===== src/rtl/sevseg_pkg.sv =====
// sevseg_pkg -- shared definitions for the seven-segment capture block.
//   * Active-low segment codes {g,f,e,d,c,b,a} for hex digits 0..F and the dash.
//   * FSM state enum used by sevseg_capture.
//   * Small anode helpers: exactly-one-low test and position of the low bit.
package sevseg_pkg;

  localparam logic [6:0] SEG_0    = 7'b1000000;
  localparam logic [6:0] SEG_1    = 7'b1111001;
  localparam logic [6:0] SEG_2    = 7'b0100100;
  localparam logic [6:0] SEG_3    = 7'b0110000;
  localparam logic [6:0] SEG_4    = 7'b0011001;
  localparam logic [6:0] SEG_5    = 7'b0010010;
  localparam logic [6:0] SEG_6    = 7'b0000010;
  localparam logic [6:0] SEG_7    = 7'b1111000;
  localparam logic [6:0] SEG_8    = 7'b0000000;
  localparam logic [6:0] SEG_9    = 7'b0010000;
  localparam logic [6:0] SEG_A    = 7'b0001000;
  localparam logic [6:0] SEG_B    = 7'b0000011;
  localparam logic [6:0] SEG_C    = 7'b1000110;
  localparam logic [6:0] SEG_D    = 7'b0100001;
  localparam logic [6:0] SEG_E    = 7'b0000110;
  localparam logic [6:0] SEG_F    = 7'b0001110;
  localparam logic [6:0] SEG_DASH = 7'b0111111;

  typedef enum logic [1:0] {
    WAIT_SEL = 2'd0,
    SETTLE   = 2'd1,
    HOLD     = 2'd2
  } state_e;

  // True when exactly one active-low anode is asserted.
  function automatic logic one_low(input logic [3:0] an_v);
    case (an_v)
      4'b1110, 4'b1101, 4'b1011, 4'b0111: one_low = 1'b1;
      default:                            one_low = 1'b0;
    endcase
  endfunction

  // Index of the asserted anode; only meaningful when one_low() holds.
  function automatic logic [1:0] low_pos(input logic [3:0] an_v);
    case (an_v)
      4'b1101: low_pos = 2'd1;
      4'b1011: low_pos = 2'd2;
      4'b0111: low_pos = 2'd3;
      default: low_pos = 2'd0;
    endcase
  endfunction

endpackage


===== src/rtl/sevseg_decode.sv =====
// sevseg_decode -- combinational active-low segment pattern to hex lookup.
// Ports:
//   seg_i   [6:0] segment lines {g,f,e,d,c,b,a}, active low
//   hit_o         pattern is one of the 16 hex glyphs
//   value_o [3:0] decoded value (0 on a miss)
module sevseg_decode
  import sevseg_pkg::*;
(
  input  logic [6:0] seg_i,
  output logic       hit_o,
  output logic [3:0] value_o
);

  // Glyph table lookup; anything else (dash included) is a miss.
  always_comb begin
    hit_o   = 1'b1;
    value_o = 4'h0;
    case (seg_i)
      SEG_0:   value_o = 4'h0;
      SEG_1:   value_o = 4'h1;
      SEG_2:   value_o = 4'h2;
      SEG_3:   value_o = 4'h3;
      SEG_4:   value_o = 4'h4;
      SEG_5:   value_o = 4'h5;
      SEG_6:   value_o = 4'h6;
      SEG_7:   value_o = 4'h7;
      SEG_8:   value_o = 4'h8;
      SEG_9:   value_o = 4'h9;
      SEG_A:   value_o = 4'hA;
      SEG_B:   value_o = 4'hB;
      SEG_C:   value_o = 4'hC;
      SEG_D:   value_o = 4'hD;
      SEG_E:   value_o = 4'hE;
      SEG_F:   value_o = 4'hF;
      default: hit_o   = 1'b0;
    endcase
  end

endmodule


===== src/rtl/sevseg_capture.sv =====
// sevseg_capture -- snoops a multiplexed 4-digit seven-segment bus and
// recovers the displayed hex digits.
// Ports:
//   clk, rst              clock, asynchronous active-high reset
//   an[3:0]               anode enables, active low (an[0] = rightmost)
//   seg[6:0], dp          segments {g,f,e,d,c,b,a} active low; dp ignored
//   digit0..digit3 [3:0]  last captured value per position
//   dvalid[3:0]           position holds a decoded value
//   frame_done            pulse once all four positions captured
//   decode_err            pulse on unknown glyph or multiple anodes low
//   blank                 display seen fully off for BLANK_CYCLES samples
// Optional feature: define SEVSEG_CAPTURE_BLANK_DETECT_EN to build the blank
// detector; otherwise blank is tied low.
module sevseg_capture
  import sevseg_pkg::*;
#(
  parameter int unsigned STABLE_CYCLES = 4,
  parameter int unsigned BLANK_CYCLES  = 1024
) (
  input  logic       clk,
  input  logic       rst,
  input  logic [3:0] an,
  input  logic [6:0] seg,
  input  logic       dp,
  output logic [3:0] digit0,
  output logic [3:0] digit1,
  output logic [3:0] digit2,
  output logic [3:0] digit3,
  output logic [3:0] dvalid,
  output logic       frame_done,
  output logic       decode_err,
  output logic       blank
);

  localparam logic [7:0] CNT_MAX = 8'(STABLE_CYCLES - 1);

  logic [3:0] an_meta_q, an_sync_q, an_prev_q;
  logic [6:0] seg_meta_q, seg_sync_q, seg_prev_q;
  logic [7:0] cnt_q, cnt_d;
  state_e     state_q;
  logic       multi_flag_q;
  logic [3:0] digit_q [4];
  logic [3:0] dvalid_q, mask_q, mask_d_base, sel_bit_d;
  logic       frame_done_q, decode_err_q;
  logic       chg_d, an_chg_d, one_low_d, multi_d, hit_d;
  logic [1:0] pos_d;
  logic [3:0] value_d;
  logic       dp_unused;

  assign dp_unused = dp;

  sevseg_decode u_decode (
    .seg_i   (seg_sync_q),
    .hit_o   (hit_d),
    .value_o (value_d)
  );

  // Change detection, stability counter next value and mask housekeeping.
  always_comb begin
    an_chg_d    = (an_sync_q != an_prev_q);
    chg_d       = an_chg_d || (seg_sync_q != seg_prev_q);
    one_low_d   = one_low(an_sync_q);
    multi_d     = !one_low_d && (an_sync_q != 4'b1111);
    pos_d       = low_pos(an_sync_q);
    sel_bit_d   = 4'b0001 << pos_d;
    cnt_d       = chg_d ? 8'd0 : ((cnt_q == CNT_MAX) ? cnt_q : cnt_q + 8'd1);
    // A full mask is consumed (cleared) on the cycle frame_done is raised.
    mask_d_base = (mask_q == 4'b1111) ? 4'b0000 : mask_q;
  end

  // Two-flop synchronisers, previous-sample register and stability counter.
  always_ff @(posedge clk or posedge rst) begin
    if (rst) begin
      an_meta_q  <= 4'b1111;
      an_sync_q  <= 4'b1111;
      an_prev_q  <= 4'b1111;
      seg_meta_q <= 7'b1111111;
      seg_sync_q <= 7'b1111111;
      seg_prev_q <= 7'b1111111;
      cnt_q      <= 8'd0;
    end else begin
      an_meta_q  <= an;
      an_sync_q  <= an_meta_q;
      an_prev_q  <= an_sync_q;
      seg_meta_q <= seg;
      seg_sync_q <= seg_meta_q;
      seg_prev_q <= seg_sync_q;
      cnt_q      <= cnt_d;
    end
  end

  // Capture FSM with registered digit, flag and pulse outputs.
  always_ff @(posedge clk or posedge rst) begin
    if (rst) begin
      state_q      <= WAIT_SEL;
      multi_flag_q <= 1'b0;
      digit_q      <= '{default: 4'h0};
      dvalid_q     <= 4'b0000;
      mask_q       <= 4'b0000;
      frame_done_q <= 1'b0;
      decode_err_q <= 1'b0;
    end else begin
      decode_err_q <= 1'b0;
      frame_done_q <= (mask_q == 4'b1111);
      mask_q       <= mask_d_base;
      if (chg_d) begin
        multi_flag_q <= 1'b0;
      end
      case (state_q)
        WAIT_SEL: begin
          if (one_low_d) begin
            state_q <= SETTLE;
          end else if (multi_d && !chg_d && (cnt_q == CNT_MAX) && !multi_flag_q) begin
            // Report a stable multi-anode pattern once per stable window.
            decode_err_q <= 1'b1;
            multi_flag_q <= 1'b1;
          end
        end
        SETTLE: begin
          if (chg_d) begin
            state_q <= WAIT_SEL;
          end else if (cnt_q == CNT_MAX) begin
            state_q <= HOLD;
            if (hit_d) begin
              digit_q[pos_d]  <= value_d;
              dvalid_q[pos_d] <= 1'b1;
              mask_q          <= mask_d_base | sel_bit_d;
            end else begin
              decode_err_q    <= 1'b1;
              dvalid_q[pos_d] <= 1'b0;
            end
          end
        end
        HOLD: begin
          if (an_chg_d) begin
            state_q <= WAIT_SEL;
          end else if (chg_d) begin
            state_q <= SETTLE;
          end
        end
        default: state_q <= WAIT_SEL;
      endcase
    end
  end

  assign digit0     = digit_q[0];
  assign digit1     = digit_q[1];
  assign digit2     = digit_q[2];
  assign digit3     = digit_q[3];
  assign dvalid     = dvalid_q;
  assign frame_done = frame_done_q;
  assign decode_err = decode_err_q;

`ifdef SEVSEG_CAPTURE_BLANK_DETECT_EN
  localparam logic [15:0] BLANK_LIM = 16'(BLANK_CYCLES - 1);

  logic [15:0] blank_cnt_q;
  logic        blank_q;
  logic        cap_hit_d;

  assign cap_hit_d = (state_q == SETTLE) && !chg_d && (cnt_q == CNT_MAX) && hit_d;

  // Saturating run-length of all-off anode samples; a good capture un-blanks.
  always_ff @(posedge clk or posedge rst) begin
    if (rst) begin
      blank_cnt_q <= 16'd0;
      blank_q     <= 1'b0;
    end else begin
      if (an_sync_q == 4'b1111) begin
        if (blank_cnt_q != 16'hFFFF) begin
          blank_cnt_q <= blank_cnt_q + 16'd1;
        end
        if (blank_cnt_q >= BLANK_LIM) begin
          blank_q <= 1'b1;
        end
      end else begin
        blank_cnt_q <= 16'd0;
        if (cap_hit_d) begin
          blank_q <= 1'b0;
        end
      end
    end
  end

  assign blank = blank_q;
`else
  localparam int unsigned BLANK_CYCLES_UNUSED = BLANK_CYCLES;
  assign blank = 1'b0;
`endif

endmodule


===== config.mk =====
export PLATFORM = sky130hd
export DESIGN_NAME = sevseg_capture
export DESIGN_NICKNAME = d
export VERILOG_FILES = /design/src/rtl/sevseg_pkg.sv /design/src/rtl/sevseg_decode.sv /design/src/rtl/sevseg_capture.sv
export SDC_FILE = /design/constraint.sdc
export NUM_CORES = 1
export LEC_CHECK = 0
export ABC_AREA = 1
export BUFFER_PORTS_ARGS = -buffer_cell sky130_fd_sc_hd__clkbuf_2
export CORE_AREA = 2 2 95 119
export DETAILED_ROUTE_END_ITERATION = 8
export DIE_AREA = 0 0 97 121
export PLACE_DENSITY = 0.55
export SYNTH_ARGS = -nofsm -noshare
export SYNTH_HDL_FRONTEND = slang
export SYNTH_SLANG_ARGS = --single-unit

===== constraint.sdc =====
create_clock -name clk -period 2.11 [get_ports clk]
set_clock_uncertainty 0.15 [all_clocks]
set_input_delay 0.211 -clock clk [delete_from_list [all_inputs] [get_ports clk]]
set_output_delay 0.211 -clock clk [all_outputs]
set_load 0.01 [all_outputs]

==> run_results.csv <==
group,metric,value,unit
outcome,outcome,"finished clean",
finish,nets,449,
finish,area_growth,29.17,%
worst_hold_path,hold_end,"seg_sync_q[0]",
timing,setup_ws,0.1475,ns
floorplan,start_util,0.2952,
cts,cts.sinks,70,
power_and_ir_drop,power.share.sequential,0.473,
logic_synthesis,yosysSeqAreaShare,0.5750,
logic_synthesis,synth-seq-cells,70,
cts,clock_path_buffers,2,
power_and_ir_drop,power_density,758.3,nW/µm²
cts,clk_pin_slew,0.06,ns
global_route,antenna_found_initial,0,
drt,dr_wl_met3,240,µm
timing,slew_violations,0,
logic_synthesis,syn-instance-count,363,
power_and_ir_drop,peakVddDrop,309.7,µV
logic_synthesis,ys.flop_type,"dfrtp_1",
global_route,grt_pass1_wl,10.60,mm
worst_setup_path,cp_max_fo,5,
cts,cts_made_buffers,9,
finish,diodes,0,
power_and_ir_drop,p_comb_frac,0.073,
worst_setup_path,critPathLaunch,"an_sync_q[3]",
global_route,grt_overflow_total,0,
logic_synthesis,netlist_top_cells_area,"dfrtp_1 30%, dfstp_2 28%, nand2_1 12%",
timing,finalCritPeriodShare,0.9301,
timing,hold_viol,0,
power_and_ir_drop,p_clk_frac,0.453,
worst_setup_path,cp-start-kind,"flip-flop",
finish,ff_latch_area,1793,µm²
placed_design,gp_congestion,0.8591,
timing,timing.hold.ws,0.2033,ns
drt,met2_wirelength,2.831,mm
power_and_ir_drop,p_int,0.002357,W
logic_synthesis,ys_top_cells_by_count,"99 x nand2_1, 52 x inv_1, 45 x nor2_1, 37 x dfrtp_1, 33 x dfstp_2",
worst_hold_path,min_from,"seg_meta_q[0]",
drt,ant_nets,0,
logic_synthesis,synth_edf_count,0,
placed_design,dp_slack,0.08322,ns
floorplan,die-area,11740,µm²
power_and_ir_drop,p_sw_frac,0.2282,
run,drv_cap,0,
logic_synthesis,yosysMostFrequentCell,"nand2_1",
worst_setup_path,rrSetupSlack,0.15,ns
finish,finalInstanceArea,4028,µm²
cts,clk_latency,0.33,ns
drt,wl,6.076,mm
power_and_ir_drop,power_switching,0.0006970,W
floorplan,chipWidth,97,µm
cts,clockRootBuffer,"clkbuf_16",
placed_design,post_dp_cell_area,3533,µm²
logic_synthesis,synth_area_leader_cell,"dfrtp_1",
placed_design,dp_hpwl,4.377,mm
global_route,grt_max_degree,71,
worst_setup_path,reg2reg_from,"an_sync_q[3]",
worst_hold_path,worst_hold_path_type,"flip-flop to flip-flop",
drt,dr_total_vias,2455,
worst_setup_path,crit_type,"flip-flop to flip-flop",
floorplan,coreArea,10560,µm²
drt,drc,0,
placed_design,io_buffers,34,
cts,cts.htree.levels,3,
drt,wirelength_met1,2.774,mm
worst_hold_path,hold_depth,0,
floorplan,dieHeight,121,µm
drt,viasPerCell,4.299,
floorplan,pin_count,37,
logic_synthesis,synth_warnings,0,
worst_setup_path,arrival,2.04,ns
timing,max_freq,0.5096,GHz
drt,drtIter0Drc,71,
worst_setup_path,critPathRequiredTime,2.18,ns
power_and_ir_drop,leakagePower,2.103,nW
global_route,grt.total_usage,0.1146,
drt,top_layer,"met4",
drt,wl_per_cell,10.64,µm
logic_synthesis,ys_types,26,
timing,min_period,1.962,ns
finish,drive_gt1_frac,0.2961,
global_route,grt_pass1_vias,2374,
finish,fillCellCount,1081,
logic_synthesis,synth_top_cell_area_share,0.2970,
worst_setup_path,worst_r2r_path_depth,10,
logic_synthesis,avgSynthCellArea,8.590,µm²
timing,rsz0062_at_grt,"yes",
finish,multiInputGateArea,1131,µm²
timing,setup_viol,0,
logic_synthesis,async_reset_ff_frac,1.000,
drt,first_pass_iters,4,
floorplan,rows,42,
logic_synthesis,syn_nets,378,
logic_synthesis,syn_area,3118,µm²
worst_setup_path,endpoint_kind,"flip-flop",
cts,cts_tree,"built",
==> final cells by class <==
type | count | share of cell area
Timing Repair Buffer | 64 | 0.1118
Clock inverter | 4 | 0.004970
Tap cell | 132 | 0.04101
Clock buffer | 12 | 0.06400
Multi-Input combinational cell | 233 | 0.2808
Inverter | 56 | 0.05219
Sequential cell | 70 | 0.4452
==> worst max-delay path by stage <==
stage,endpoint,depth (start not counted)
floorplan,async pin,1
global placement,digit0[3],12
detailed placement,digit0[2],12
CTS,digit0[2],12
global route,digit3[1],10
finish,flip-flop,10
==> per-layer routing <==
layer / track usage / up-vias
met5: 0 / -
met4: 0.07835 / 0
met3: 0.02938 / 15
met2: 0.1762 / 57
met1: 0.1413 / 1112
li1: - / 1271
==> worst max-delay path, stage by stage, from the launching register on <==
cell	delay (ns)
dfstp_2	0.56
inv_1	0.06
nand2_1	0.05
nand2_1	0.05
nor2_1	0.10
nand2_1	0.11
nor2_4	0.18
nand4_1	0.22
buf_4	0.22
o21ai_1	0.11
nand2_1	0.05
==> kinds of logic (layout without fill, tap and decap cells) <==
| group | Yosys count | after routing | synth area share |
|---|---|---|---|
| AO/OA/AOI/OAI | 18 | 18 | 0.02970 |
| other | 1 | 1 | 0.001203 |
| flip-flops | 70 | 70 | 0.5750 |
| AND/OR/NAND/NOR | 209 | 209 | 0.3002 |
| XOR/XNOR | 4 | 4 | 0.01124 |
| adder cells (fa/ha/maj) | 1 | 1 | 0.004012 |
| buffers and inverters | 60 | 136 | 0.07865 |
==> power by group through the flow <==
stage          clock [W]  sequential (W)  combinational [W]
6_report         0.00138         0.00144           0.000224
5_1_grt          0.00149         0.00145           0.000256
4_1_cts          0.00143         0.00144           0.000218
3_5_place_dp           0         0.00147           0.000201
3_3_place_gp           0         0.00146           0.000198
2_1_floorplan          0         0.00146           0.000145
==> registers in the layout (all words and copies together) (netlist names), 2 cells and up, named ones only <==
name / count
an_prev_q: 4
digit0: 4
seg_prev_q: 7
an_sync_q: 4
digit1: 4
mask_q: 4
seg_meta_q: 7
digit2: 4
digit3: 4
cnt_q: 8
state_q: 2
seg_sync_q: 7
an_meta_q: 4
==> cell usage in the layout (no fill, tap or decap), types with 3 or more instances in the layout <==
cell           synthesis  routed
nor2_4                 2       4
dfstp_2               33      33
nand3_4                2       3
o21ai_0               10       8
nor3_1                15      15
clkbuf_16              0      10
dlygate4sd3_1          0      12
clkinv_2               0       4
nor2_1                45      37
dfrtp_1               37      37
a21oi_1                7       7
inv_1                 52      49
nand4_1                5       5
clkbuf_2               0      34
nand2_1               99      97
xnor2_1                3       3
inv_2                  4       7
buf_4                  1      16
nand2_2                2       3
nor2_2                 4      10
nand3_1               31      31
==> metrics by stage <==
stage / total power [W] / cells / TNS [ns] / util
detailed placement: 0.001667 / 537 / 0 / 0.3345
global placement: 0.001663 / 537 / 0 / 0.3345
finish: 0.003054 / 571 / 0 / 0.3813
CTS: 0.003097 / 565 / 0 / 0.3722
floorplan: 0.001602 / 363 / 0 / -
global route: 0.003199 / 571 / -0.1643 / 0.3813
==> what timing repair did <==
item / 4_1_cts / 5_1_grt
gates resized for setup: 0 / 19
setup endpoints to repair: 0 / 20
hold endpoints to repair: 48 / 0
hold buffers: 12 / 0
buffers inserted: 0 / 6
(Power assumes the default switching activity.)
